File: src/rtl/disparity_out_scheduler.sv
// disparity_out_scheduler
// Frames the 6-bit disparity stream against frame_start, buffers it in a
// small FIFO to absorb sink back-pressure, and issues one pixel per pop to
// the disparity-to-grey decoder together with its raster coordinates.
module disparity_out_scheduler #(
  parameter int H_ACTIVE   = 320,
  parameter int V_ACTIVE   = 240,
  parameter int FIFO_DEPTH = 8,
  parameter int X_W        = 9,
  parameter int Y_W        = 8,
  parameter int DATA_W     = 6
) (
  input  logic              clock,
  input  logic              reset,
  input  logic              frame_start,
  input  logic              in_valid,
  input  logic [DATA_W-1:0] in_data,
  input  logic              out_ready,
  output logic              dec_valid,
  output logic [DATA_W-1:0] dec_data,
  output logic [X_W-1:0]    pix_x,
  output logic [Y_W-1:0]    pix_y,
  output logic              frame_done,
  output logic              frame_abort,
  output logic              overflow,
  output logic              busy
);

  localparam int PTR_W     = (FIFO_DEPTH > 1) ? $clog2(FIFO_DEPTH) : 1;
  localparam int FILL_W    = $clog2(FIFO_DEPTH + 1);
  localparam int FRAME_PIX = H_ACTIVE * V_ACTIVE;
  localparam int PUSH_W    = $clog2(FRAME_PIX + 1);

  localparam logic [FILL_W-1:0] FILL_FULL = FILL_W'(FIFO_DEPTH);
  localparam logic [PUSH_W-1:0] PUSH_MAX  = PUSH_W'(FRAME_PIX);
  localparam logic [X_W-1:0]    X_LAST    = X_W'(H_ACTIVE - 1);
  localparam logic [Y_W-1:0]    Y_LAST    = Y_W'(V_ACTIVE - 1);

  typedef enum logic [1:0] {
    ST_IDLE   = 2'd0,
    ST_ACTIVE = 2'd1,
    ST_DONE   = 2'd2
  } state_t;

  state_t state_q, state_d;

  logic [DATA_W-1:0] fifo_mem [FIFO_DEPTH];
  logic [PTR_W-1:0]  wr_ptr, rd_ptr, wr_addr;
  logic [FILL_W-1:0] fill;
  logic [PUSH_W-1:0] push_cnt;
  logic [X_W-1:0]    next_x;
  logic [Y_W-1:0]    next_y;

  logic              streaming;
  logic              fifo_empty, fifo_full;
  logic              quota_ok, room_ok;
  logic              pop_p0, push_p0, drop_p0;
  logic              last_issued;

  logic              vld_p1;
  logic [DATA_W-1:0] data_p1;
  logic [X_W-1:0]    x_p1;
  logic [Y_W-1:0]    y_p1;
  logic              ovf_q;

  // ---- stage p0: push/pop decisions against the FIFO ----
  // A frame_start always wins: the old frame is flushed and any same-cycle
  // sample becomes the first entry of the new frame.
  assign streaming  = (state_q == ST_ACTIVE) && !frame_start;
  assign fifo_empty = (fill == '0);
  assign fifo_full  = (fill == FILL_FULL);
  assign pop_p0     = streaming && !fifo_empty && out_ready;
  assign quota_ok   = (push_cnt < PUSH_MAX);
  assign room_ok    = !fifo_full || pop_p0;
  assign push_p0    = in_valid && (frame_start || (streaming && quota_ok && room_ok));
  assign drop_p0    = in_valid && streaming && !(quota_ok && room_ok);
  assign wr_addr    = frame_start ? '0 : wr_ptr;

  // FIFO pointers, fill level and per-frame push count
  always_ff @(posedge clock or posedge reset) begin
    if (reset) begin
      wr_ptr   <= '0;
      rd_ptr   <= '0;
      fill     <= '0;
      push_cnt <= '0;
    end else if (frame_start) begin
      rd_ptr   <= '0;
      wr_ptr   <= PTR_W'(in_valid);
      fill     <= FILL_W'(in_valid);
      push_cnt <= PUSH_W'(in_valid);
    end else begin
      if (push_p0) wr_ptr <= wr_ptr + PTR_W'(1);
      if (pop_p0)  rd_ptr <= rd_ptr + PTR_W'(1);
      if (push_p0 && !pop_p0)      fill <= fill + FILL_W'(1);
      else if (!push_p0 && pop_p0) fill <= fill - FILL_W'(1);
      if (push_p0) push_cnt <= push_cnt + PUSH_W'(1);
    end
  end

  // FIFO storage; contents are meaningless once the pointers are cleared
  always_ff @(posedge clock) begin
    if (push_p0) fifo_mem[wr_addr] <= in_data;
  end

  // Raster position of the next pixel to be popped
  always_ff @(posedge clock or posedge reset) begin
    if (reset) begin
      next_x <= '0;
      next_y <= '0;
    end else if (frame_start) begin
      next_x <= '0;
      next_y <= '0;
    end else if (pop_p0) begin
      if (next_x == X_LAST) begin
        next_x <= '0;
        next_y <= next_y + Y_W'(1);
      end else begin
        next_x <= next_x + X_W'(1);
      end
    end
  end

  // ---- stage p1: registered decoder interface ----
  // Pulse valid for each pop; data and coordinates hold between pops.
  always_ff @(posedge clock or posedge reset) begin
    if (reset) begin
      vld_p1  <= 1'b0;
      data_p1 <= '0;
      x_p1    <= '0;
      y_p1    <= '0;
    end else begin
      vld_p1 <= pop_p0;
      if (pop_p0) begin
        data_p1 <= fifo_mem[rd_ptr];
        x_p1    <= next_x;
        y_p1    <= next_y;
      end
    end
  end

  // Sticky overflow, cleared only by a new frame
  always_ff @(posedge clock or posedge reset) begin
    if (reset)            ovf_q <= 1'b0;
    else if (frame_start) ovf_q <= 1'b0;
    else if (drop_p0)     ovf_q <= 1'b1;
  end

  assign dec_valid   = vld_p1;
  assign dec_data    = data_p1;
  assign pix_x       = x_p1;
  assign pix_y       = y_p1;
  assign overflow    = ovf_q;
  assign last_issued = vld_p1 && (x_p1 == X_LAST) && (y_p1 == Y_LAST);

  // Frame state register
  always_ff @(posedge clock or posedge reset) begin
    if (reset) state_q <= ST_IDLE;
    else       state_q <= state_d;
  end

  // Next-state: frame_start restarts from any state; the frame ends once
  // its last pixel has been presented to the decoder
  always_comb begin
    state_d = state_q;
    unique case (state_q)
      ST_IDLE:   if (frame_start) state_d = ST_ACTIVE;
      ST_ACTIVE: begin
        if (frame_start)      state_d = ST_ACTIVE;
        else if (last_issued) state_d = ST_DONE;
      end
      ST_DONE:   state_d = frame_start ? ST_ACTIVE : ST_IDLE;
      default:   state_d = ST_IDLE;
    endcase
  end

  // Status outputs; a restart suppresses frame_done and reports an abort
  always_comb begin
    busy        = (state_q != ST_IDLE);
    frame_done  = (state_q == ST_DONE) && !frame_start;
    frame_abort = frame_start && (state_q != ST_IDLE);
  end

endmodule
File: config.mk
export PLATFORM = sky130hd
export DESIGN_NAME = disparity_out_scheduler
export DESIGN_NICKNAME = d
export VERILOG_FILES = /design/src/rtl/disparity_out_scheduler.sv
export SDC_FILE = /design/constraint.sdc
export NUM_CORES = 1
export LEC_CHECK = 0
export CAP_MARGIN = 10
export CORE_MARGIN = 3
export CORE_UTILIZATION = 45
export DETAILED_ROUTE_END_ITERATION = 12
export PLACE_DENSITY = 0.75
export SLEW_MARGIN = 30
export SYNTH_ARGS = -nofsm -noshare
export SYNTH_HDL_FRONTEND = slang
export SYNTH_SLANG_ARGS = --single-unit
File: constraint.sdc
create_clock -name clock -period 4.2 [get_ports clock]
set_clock_uncertainty 0.1 [all_clocks]
set_input_delay 1.26 -clock clock [delete_from_list [all_inputs] [get_ports clock]]
set_output_delay 1.26 -clock clock [all_outputs]
set_load 0.02 [all_outputs]
### Word-level counts from Yosys, hierarchy flattened

Memory sizes are Yosys's and may differ from the RTL's. A register that Yosys moved wholly into a read port is not among the register bits.
Index checks and enable logic that the tools add are counted.

* magnitude comparators: 1
* equal/unequal tests: 8
* multiplexer cells: 25
* reductions and logical operators: 33
* $add $sub $neg: 7

Operators with widths (number)
* $mux 17: 2
* $mux 9: 3
* $mux 8: 3
* $eq 9x9->1 const B: 2
* $add 17x1->17 const B: 1
* $lt 17x17->1 const B: 1
* $logic_and 1x1->1: 15
* $mux 3: 5
* $mux 4: 3
* $reduce_bool 2->1: 5
* $add 9x1->9 const B: 1
* $add 8x1->8 const B: 1
* $eq 8x8->1 const B: 1
* $add 3x1->3 const B: 2
* $logic_not 1->1: 6
* $mux 2: 3
* $pmux 2 s3: 1
* $mux 1: 5
* $add 4x1->4 const B: 1
* $eq 4x4->1 const B: 1
* $logic_not 4->1: 1
* $reduce_and 2->1: 2
* $sub 4x1->4 const B: 1
* $ne 3x3->1 const B: 1
* 6 further kinds: 7

* RAM bits: 48
* input port bits: 11
* bits in registers: 65
* word-level logic and storage cells: 86
* memories kept: 1
* output and inout port bits: 28

Memories
* fifo_mem: words 8, width 6, read ports 1, clocked after memory_dff 1, wr ports 1, RTL line 47 `logic [DATA_W-1:0] fifo_mem [FIFO_DEPTH];`

### Longest topological paths before layout

Gate-level depths: netlist of the first run.

* word-level depth: 13
* gate-level depth with buffers: 12
* gate-level depth less buffers: 10

### Least setup slack after synthesis of the first run

Ideal clock, no wire load.

* path kind: input -> register
* from: input frame_start
* to: register fill[3]
* buffers on the path: 3
* data required time: 4.013 ns
* arrival: 3.434 ns
* path slack: 0.579 ns
* setup time: 0.087 ns
* cell stages on the path: 12
* cell sequence: clkbuf_1 nand4bb_1 a21o_1 clkbuf_1 clkbuf_1 nand2_1 ha_1 a21o_1 a21oi_1 and2_1 a32oi_1 o211ai_1

* longest elaborated chain between the ends: 11
* elaborated cells between the ends (all ways): 16
* those cells by class: mux: 2; reduce/logical: 14

RTL lines
* start: declaration: RTL line 15 `input logic frame_start,`
* $logic_not 1->1: RTL line 69 `assign streaming = (state_q == ST_ACTIVE) && !frame_start;`
* $logic_and 1x1->1: RTL line 69
* $logic_and 1x1->1 (2 in series): RTL line 72 `assign pop_p0 = streaming && !fifo_empty && out_ready;`
* $logic_or 1x1->1: RTL line 74 `assign room_ok = !fifo_full || pop_p0;`
* $logic_and 1x1->1: RTL line 75 `assign push_p0 = in_valid && (frame_start || (streaming && quota_ok && room_ok));`
* $logic_or 1x1->1: RTL line 75
* $logic_and 1x1->1: RTL line 75
* $logic_and 1x1->1 or $logic_not 1->1 (tied branches): RTL line 94, 95
* $mux 4 or $logic_and 1x1->1 (tied branches): RTL line 94, 95
* $mux 4 or $reduce_bool 3->1 (tied branches)
* end signal: assignment: RTL line 89 `fill <= FILL_W'(in_valid);`
* end signal: assignment: RTL line 94 `if (push_p0 && !pop_p0) fill <= fill + FILL_W'(1);`
* end signal: assignment: RTL line 95 `else if (!push_p0 && pop_p0) fill <= fill - FILL_W'(1);`
* end: declaration: RTL line 49 `logic [FILL_W-1:0] fill;`

Several ways; a longest one is shown, not always the timed one.
A chain may end at the register's enable or synchronous reset.

### Worst setup path after layout of the first run

* from: input frame_start
* to: output frame_done

* longest elaborated chain between the ends: 2

RTL lines
* $logic_not 1->1: RTL line 179 `frame_done = (state_q == ST_DONE) && !frame_start;`
* $logic_and 1x1->1: RTL line 179
* end: declaration: RTL line 23 `output logic frame_done,`

Every way passes these cells.

==> results.json, run 1 <==
{
  "via_per_inst": 5.54,
  "drt-total-wl_mm": 11.5,
  "hp-start": "dec_data[2]$_DFFE_PP0P_",
  "io_pins": 39,
  "synth_ff_type": "dfrtp_1",
  "fin_area_um2": 6540,
  "worst-path-max-fanout": 7,
  "cts_buffers": 17,
  "wire_per_inst_um": 17.1,
  "core_um2": 11600,
  "fp.dieArea_um2": 13300,
  "synth_edf_count": 48,
  "dp_slack_ps": 76.4,
  "fp.dieW_um": 115,
  "drtPass1Iterations": 4,
  "cts-hold-fix-buffers": 0,
  "avgSynthCellArea_um2": 11.6,
  "postCtsSetupRepairBufs": 0,
  "grt_max_degree": 33,
  "grt_pass1_wl_mm": 19.3,
  "dpl_cell_area_um2": 5980,
  "p_leak_nw": 2.66,
  "combPwrFrac_pct": 15.7,
  "required_ps": 2840,
  "fin_crit_sh_pct": 97.0,
  "max_freq_mhz": 245,
  "synth_seq_area_share_pct": 59.7,
  "rsz0062_at_grt": "false",
  "status": "completed",
  "grt_pass1_vias": 3817,
  "slew_viol_final": 0,
  "worst_slack_ps": 126,
  "drt_iter0_markers": 283,
  "p_per_area_nw_per_um2": 494,
  "end_kind": "output pin",
  "cts_tree": "yes",
  "yosysWarnings": 0,
  "cp-startpoint": "frame_start",
  "final_common_cell": "nand2_1",
  "final_nets": 534,
  "worstMarginPinSlew_ps": 881,
  "min_path_type": "reg -> reg",
  "place.gp.congestion": 0.804,
  "synth.top_cells.by_area": "dfrtp_1 33%, edfxtp_1 27%, nand2_1 6.0%",
  "syn2layout_area_growth_pct": 21.2,
  "clock_sinks": 119,
  "critPathArrivalTime_ps": 2710,
  "syn_inst": 465,
  "initial_core_util_pct": 46.6,
  "syn_nets": 484,
  "path_class": "in -> out",
  "drive_gt1_share_pct": 13.3,
  "drc": 0,
  "peakVddDrop_mv": 0.327,
  "num_rows": 39,
  "setup_viol": 0,
  "fin_setup_tns_ps": 0,
  "p_clk_share_pct": 40.9,
  "die_y_um": 115,
  "grt_usage_pct": 19.0,
  "antenna_found_initial": 0,
  "diodes": 0,
  "period_needed_ps": 4070,
  "grt_overflow": 0,
  "netlist.area_leader.share_pct": 33.0,
  "intPower_mw": 2.35,
  "netlist.top_cell.by_area": "dfrtp_1",
  "final_cell_mix": "86 x nand2_1, 71 x dfrtp_1, 48 x edfxtp_1, 38 x clkdlybuf4s50_1, 29 x nor2_1",
  "num_vias": 3719,
  "hpwl_mm": 7.56,
  "clkTransAtPathRegs_ps": 50,
  "fill_cells": 935,
  "hold_violations": 0,
  "power_switching_mw": 0.879,
  "synthArstFlopShare_pct": 59.7,
  "post_cts_resize_count": 0,
  "cts_buffer_depth": 2,
  "htree_levels": 4,
  "critPathLaunchType": "input pin",
  "synth_cell_types": 52,
  "port_buffers": 38,
  "swShare_pct": 27.2,
  "timing.hold.ws_ps": 375,
  "ant_nets": 0,
  "mappedNetlistArea_um2": 5390,
  "pwr-share-seq_pct": 43.3,
  "worstReg2RegStart": "fill[3]$_DFFE_PP0P_",
  "synth-seq-cells": 119,
  "clock_latency_ps": 410,
  "cts_root_buf": "clkbuf_16",
  "maxCapViolCount": 0,
  "slew_headroom_pct": 41.3
}
power by group through the flow:
stage / logic [mW] / clock network (mW) / registers, mW
floorplan: 0.321 / 0 / 1.42
global placement: 0.488 / 0 / 1.41
detailed placement: 0.509 / 0 / 1.42
CTS: 0.513 / 1.35 / 1.40
global route: 0.568 / 1.39 / 1.42
finish: 0.509 / 1.32 / 1.40
critical path: stages:
cell and delay, ps:
clkdlybuf4s50_1 560, nor3b_1 250, clkdlybuf4s50_1 640
through the flow:
stage          utilization (%)  instances  power (mW)
4_1_cts                   56.5        671        3.26
3_3_place_gp              51.7        639        1.90
6_report                  56.5        671        3.23
3_5_place_dp              51.7        639        1.93
2_1_floorplan                -        465        1.74
5_1_grt                   56.5        671        3.37
cell type report:
| cell class | instances | area, µm² | share of cell area, % |
|---|---|---|---|
| timing repair buffer | 55 | 508 | 7.77 |
| sequential | 119 | 3220 | 49.2 |
| clock inverter | 11 | 70.1 | 1.07 |
| clock buffer | 21 | 482 | 7.37 |
| tap | 143 | 179 | 2.74 |
| inverter | 13 | 48.8 | 0.747 |
| multi-input combinational | 309 | 2030 | 31.1 |
registers in the layout, indices dropped and copies added, names as in the netlist:
register	flops
push_cnt	17
fifo_mem	48
rd_ptr	3
pix_x	9
wr_ptr	3
pix_y	8
fill	4
overflow	1
next_x	9
dec_valid	1
state_q	2
dec_data	6
next_y	8
synth_stat cells (all sizes together), types with 2 or more instances:
master   instances
nor3            13
a211oi           2
nor3b            3
o32ai            2
nand3           17
mux2i            7
nand4           18
buf              6
nor4b            2
or2              2
a21o             6
nor2b            3
nor4             8
and3             5
or3              5
clkbuf          18
ha               7
o21ai           15
nand4b           3
a21oi           11
xnor2            7
nand2b           2
and2             4
nor2            29
mux4            12
edfxtp          48
inv             13
dfrtp           71
nand4bb          2
o211ai           3
o31ai            6
nand2           86
xor2            17
path summary, 6_finish.rpt:
path,endpoint,slack (ps),cells past startpoint
worst max-delay path,frame_done,130,3
worst max register to register,fill[3]$_DFFE_PP0P_,1510,10
worst min-delay path,dec_data[2]$_DFFE_PP0P_,380,2
max in group asynchronous,push_cnt[5]$_DFFE_PP0P_,2240,3
min in group asynchronous,dec_data[4]$_DFFE_PP0P_,1120,2
worst min register to register,dec_data[2]$_DFFE_PP0P_,380,2
metal layers:
metal  part of all wire (%)  global-route usage, %  up-vias
met4                    1.6                   8.22        0
met3                    4.4                   4.28       15
met1                     43                   23.9     1824
met5                      0                      0        -
met2                     51                   31.6      100
li1                       -                      -     1780
cells by family (layout without fill, tap and decap cells):
logic type	after synthesis	after routing	synth area share, %
flops	119	119	59.7
buf+inv	37	100	2.65
xor+xnor	24	24	3.90
mux	19	19	6.31
compound gates	54	54	6.59
simple gates	204	204	18.9
fa+ha+maj	8	8	2.00
No activity file was read; power rests on OpenSTA's default activity.
==> run 2, diff against run 1 <==
--- a/config.mk
+++ b/config.mk
@@ -9,5 +9,5 @@
 export CORE_MARGIN = 3
-export CORE_UTILIZATION = 45
+export CORE_UTILIZATION = 40
 export DETAILED_ROUTE_END_ITERATION = 12
-export PLACE_DENSITY = 0.75
+export PLACE_DENSITY = 0.69
 export SLEW_MARGIN = 30
--- a/constraint.sdc
+++ b/constraint.sdc
@@ -4,2 +4,2 @@
 set_output_delay 1.26 -clock clock [all_outputs]
-set_load 0.02 [all_outputs]
+set_load 0.05 [all_outputs]
==> results.json, run 2 (synthesis results as in run 1) <==
{
  "status": "completed",
  "largest_reg_flops": 48,
  "grt_overflow": 0,
  "required_ps": 2840,
  "slew_headroom_pct": 43.8,
  "cp-endpoint": "frame_done",
  "grt_pass1_wl_mm": 18.9,
  "drt-total-wl_mm": 11.0,
  "drt_iter0_markers": 292,
  "post_cts_resize_count": 0,
  "grt_max_degree": 45,
  "p_leak_nw": 2.69,
  "grt_usage_pct": 16.2,
  "io_pins": 39,
  "clock_sinks": 119,
  "syn2layout_area_growth_pct": 23.7,
  "min_path_type": "reg -> reg",
  "regMostFlops": "fifo_mem",
  "postCtsSetupRepairBufs": 0,
  "drive_gt1_share_pct": 13.1,
  "worstReg2RegStart": "fill[3]$_DFFE_PP0P_",
  "worst-path-max-fanout": 44,
  "clkTransAtPathRegs_ps": 50,
  "fp.dieW_um": 122,
  "utilization_pct": 51.8,
  "num_rows": 41,
  "final_nets": 532,
  "r2r_setup_slack_ps": 1430,
  "port_buffers": 38,
  "fin_setup_tns_ps": 0,
  "p_per_area_nw_per_um2": 521,
  "num_vias": 3697,
  "path_class": "in -> out",
  "max_freq_mhz": 258,
  "via_per_inst": 5.30,
  "final_cell_mix": "86 x nand2_1, 71 x dfrtp_1, 48 x edfxtp_1, 36 x clkdlybuf4s50_1, 29 x nor2_1",
  "drc": 0,
  "hold_depth": 2,
  "cts-hold-fix-buffers": 0,
  "diodes": 0,
  "htree_levels": 4,
  "fp.dieArea_um2": 14900,
  "hold_violations": 0,
  "cts_buffer_depth": 2,
  "wire_per_inst_um": 15.8,
  "cts_buffers": 17,
  "antenna_found_initial": 0,
  "initial_core_util_pct": 41.9,
  "reg2reg_depth": 10,
  "period_needed_ps": 3880,
  "place.gp.congestion": 0.839,
  "grt_pass1_vias": 3788,
  "critPathArrivalTime_ps": 2520,
  "die_y_um": 122,
  "critPathLaunchType": "input pin",
  "fill_cells": 1066,
  "reg_top3": "fifo_mem: 48 flops, push_cnt: 17 flops",
  "final_common_cell": "nand2_1",
  "end_kind": "output pin",
  "fin_crit_sh_pct": 92.3,
  "core_um2": 12900,
  "hpwl_mm": 7.38,
  "rsz0062_at_grt": "false",
  "cts_tree": "yes",
  "slew_viol_final": 0,
  "peakVddDrop_mv": 0.313,
  "rr_endpoint": "fill[3]$_DFFE_PP0P_",
  "clock_latency_ps": 400,
  "setup_viol": 0,
  "cp-startpoint": "frame_start",
  "maxCapViolCount": 0,
  "worstMarginPinSlew_ps": 843,
  "ant_nets": 0,
  "cts_root_buf": "clkbuf_16",
  "drtPass1Iterations": 5
}
-- run 2: metrics by stage --
step | power (mW) | setup slack [ps] | instances | instance area [µm²] | hold slack (ps)
after floorplan | 1.82 | 60.8 | 465 | 5390 | 353
after global placement | 2.00 | 261 | 666 | 6050 | 362
after detailed placement | 2.01 | 106 | 666 | 6050 | 371
after CTS | 3.50 | 304 | 698 | 6670 | 383
after global routing | 3.62 | 219 | 698 | 6670 | 417
final | 3.47 | 324 | 698 | 6670 | 375
-- run 2: how the worst min path moves through the flow --
stage                             from                       to  slack (ps)
2_1_floorplan    next_y[7]$_DFFE_PP0P_     pix_y[7]$_DFFE_PP0P_         350
3_3_place_gp   dec_data[2]$_DFFE_PP0P_  dec_data[2]$_DFFE_PP0P_         360
3_5_place_dp   dec_data[2]$_DFFE_PP0P_  dec_data[2]$_DFFE_PP0P_         370
4_1_cts        dec_data[2]$_DFFE_PP0P_  dec_data[2]$_DFFE_PP0P_         380
5_1_grt        dec_data[3]$_DFFE_PP0P_  dec_data[3]$_DFFE_PP0P_         420
6_report       dec_data[2]$_DFFE_PP0P_  dec_data[2]$_DFFE_PP0P_         380
-- run 2: layout make-up --
class | count | area, µm² | share of cell area, %
Sequential cell | 119 | 3220 | 48.3
Inverter | 13 | 48.8 | 0.732
Timing Repair Buffer | 53 | 538 | 8.07
Clock inverter | 12 | 149 | 2.23
Clock buffer | 20 | 468 | 7.02
Tap cell | 172 | 215 | 3.23
Multi-Input combinational cell | 309 | 2030 | 30.5
-- run 2: worst max-delay path: stages --
cell and delay [ps]:
clkdlybuf4s50_1 490, buf_12 220, nor3b_1 360, buf_12 190
-- run 2: per-layer routing --
layer	GRT usage (%)	vias up	wire length, µm
met4	4.83	0	126
met1	20.5	1823	4690
li1	-	1771	-
met5	0	-	0
met2	27.0	92	5590
met3	5.01	11	631
-- run 2: power breakdown --
| part | switching, mW | internal, mW | total (mW) | leakage (nW) |
|---|---|---|---|---|
| clock | 0.498 | 0.979 | 1.48 | 0.295 |
| combinational | 0.357 | 0.244 | 0.601 | 0.995 |
| sequential | 0.0997 | 1.30 | 1.40 | 1.40 |
| total | 0.955 | 2.52 | 3.47 | 2.69 |
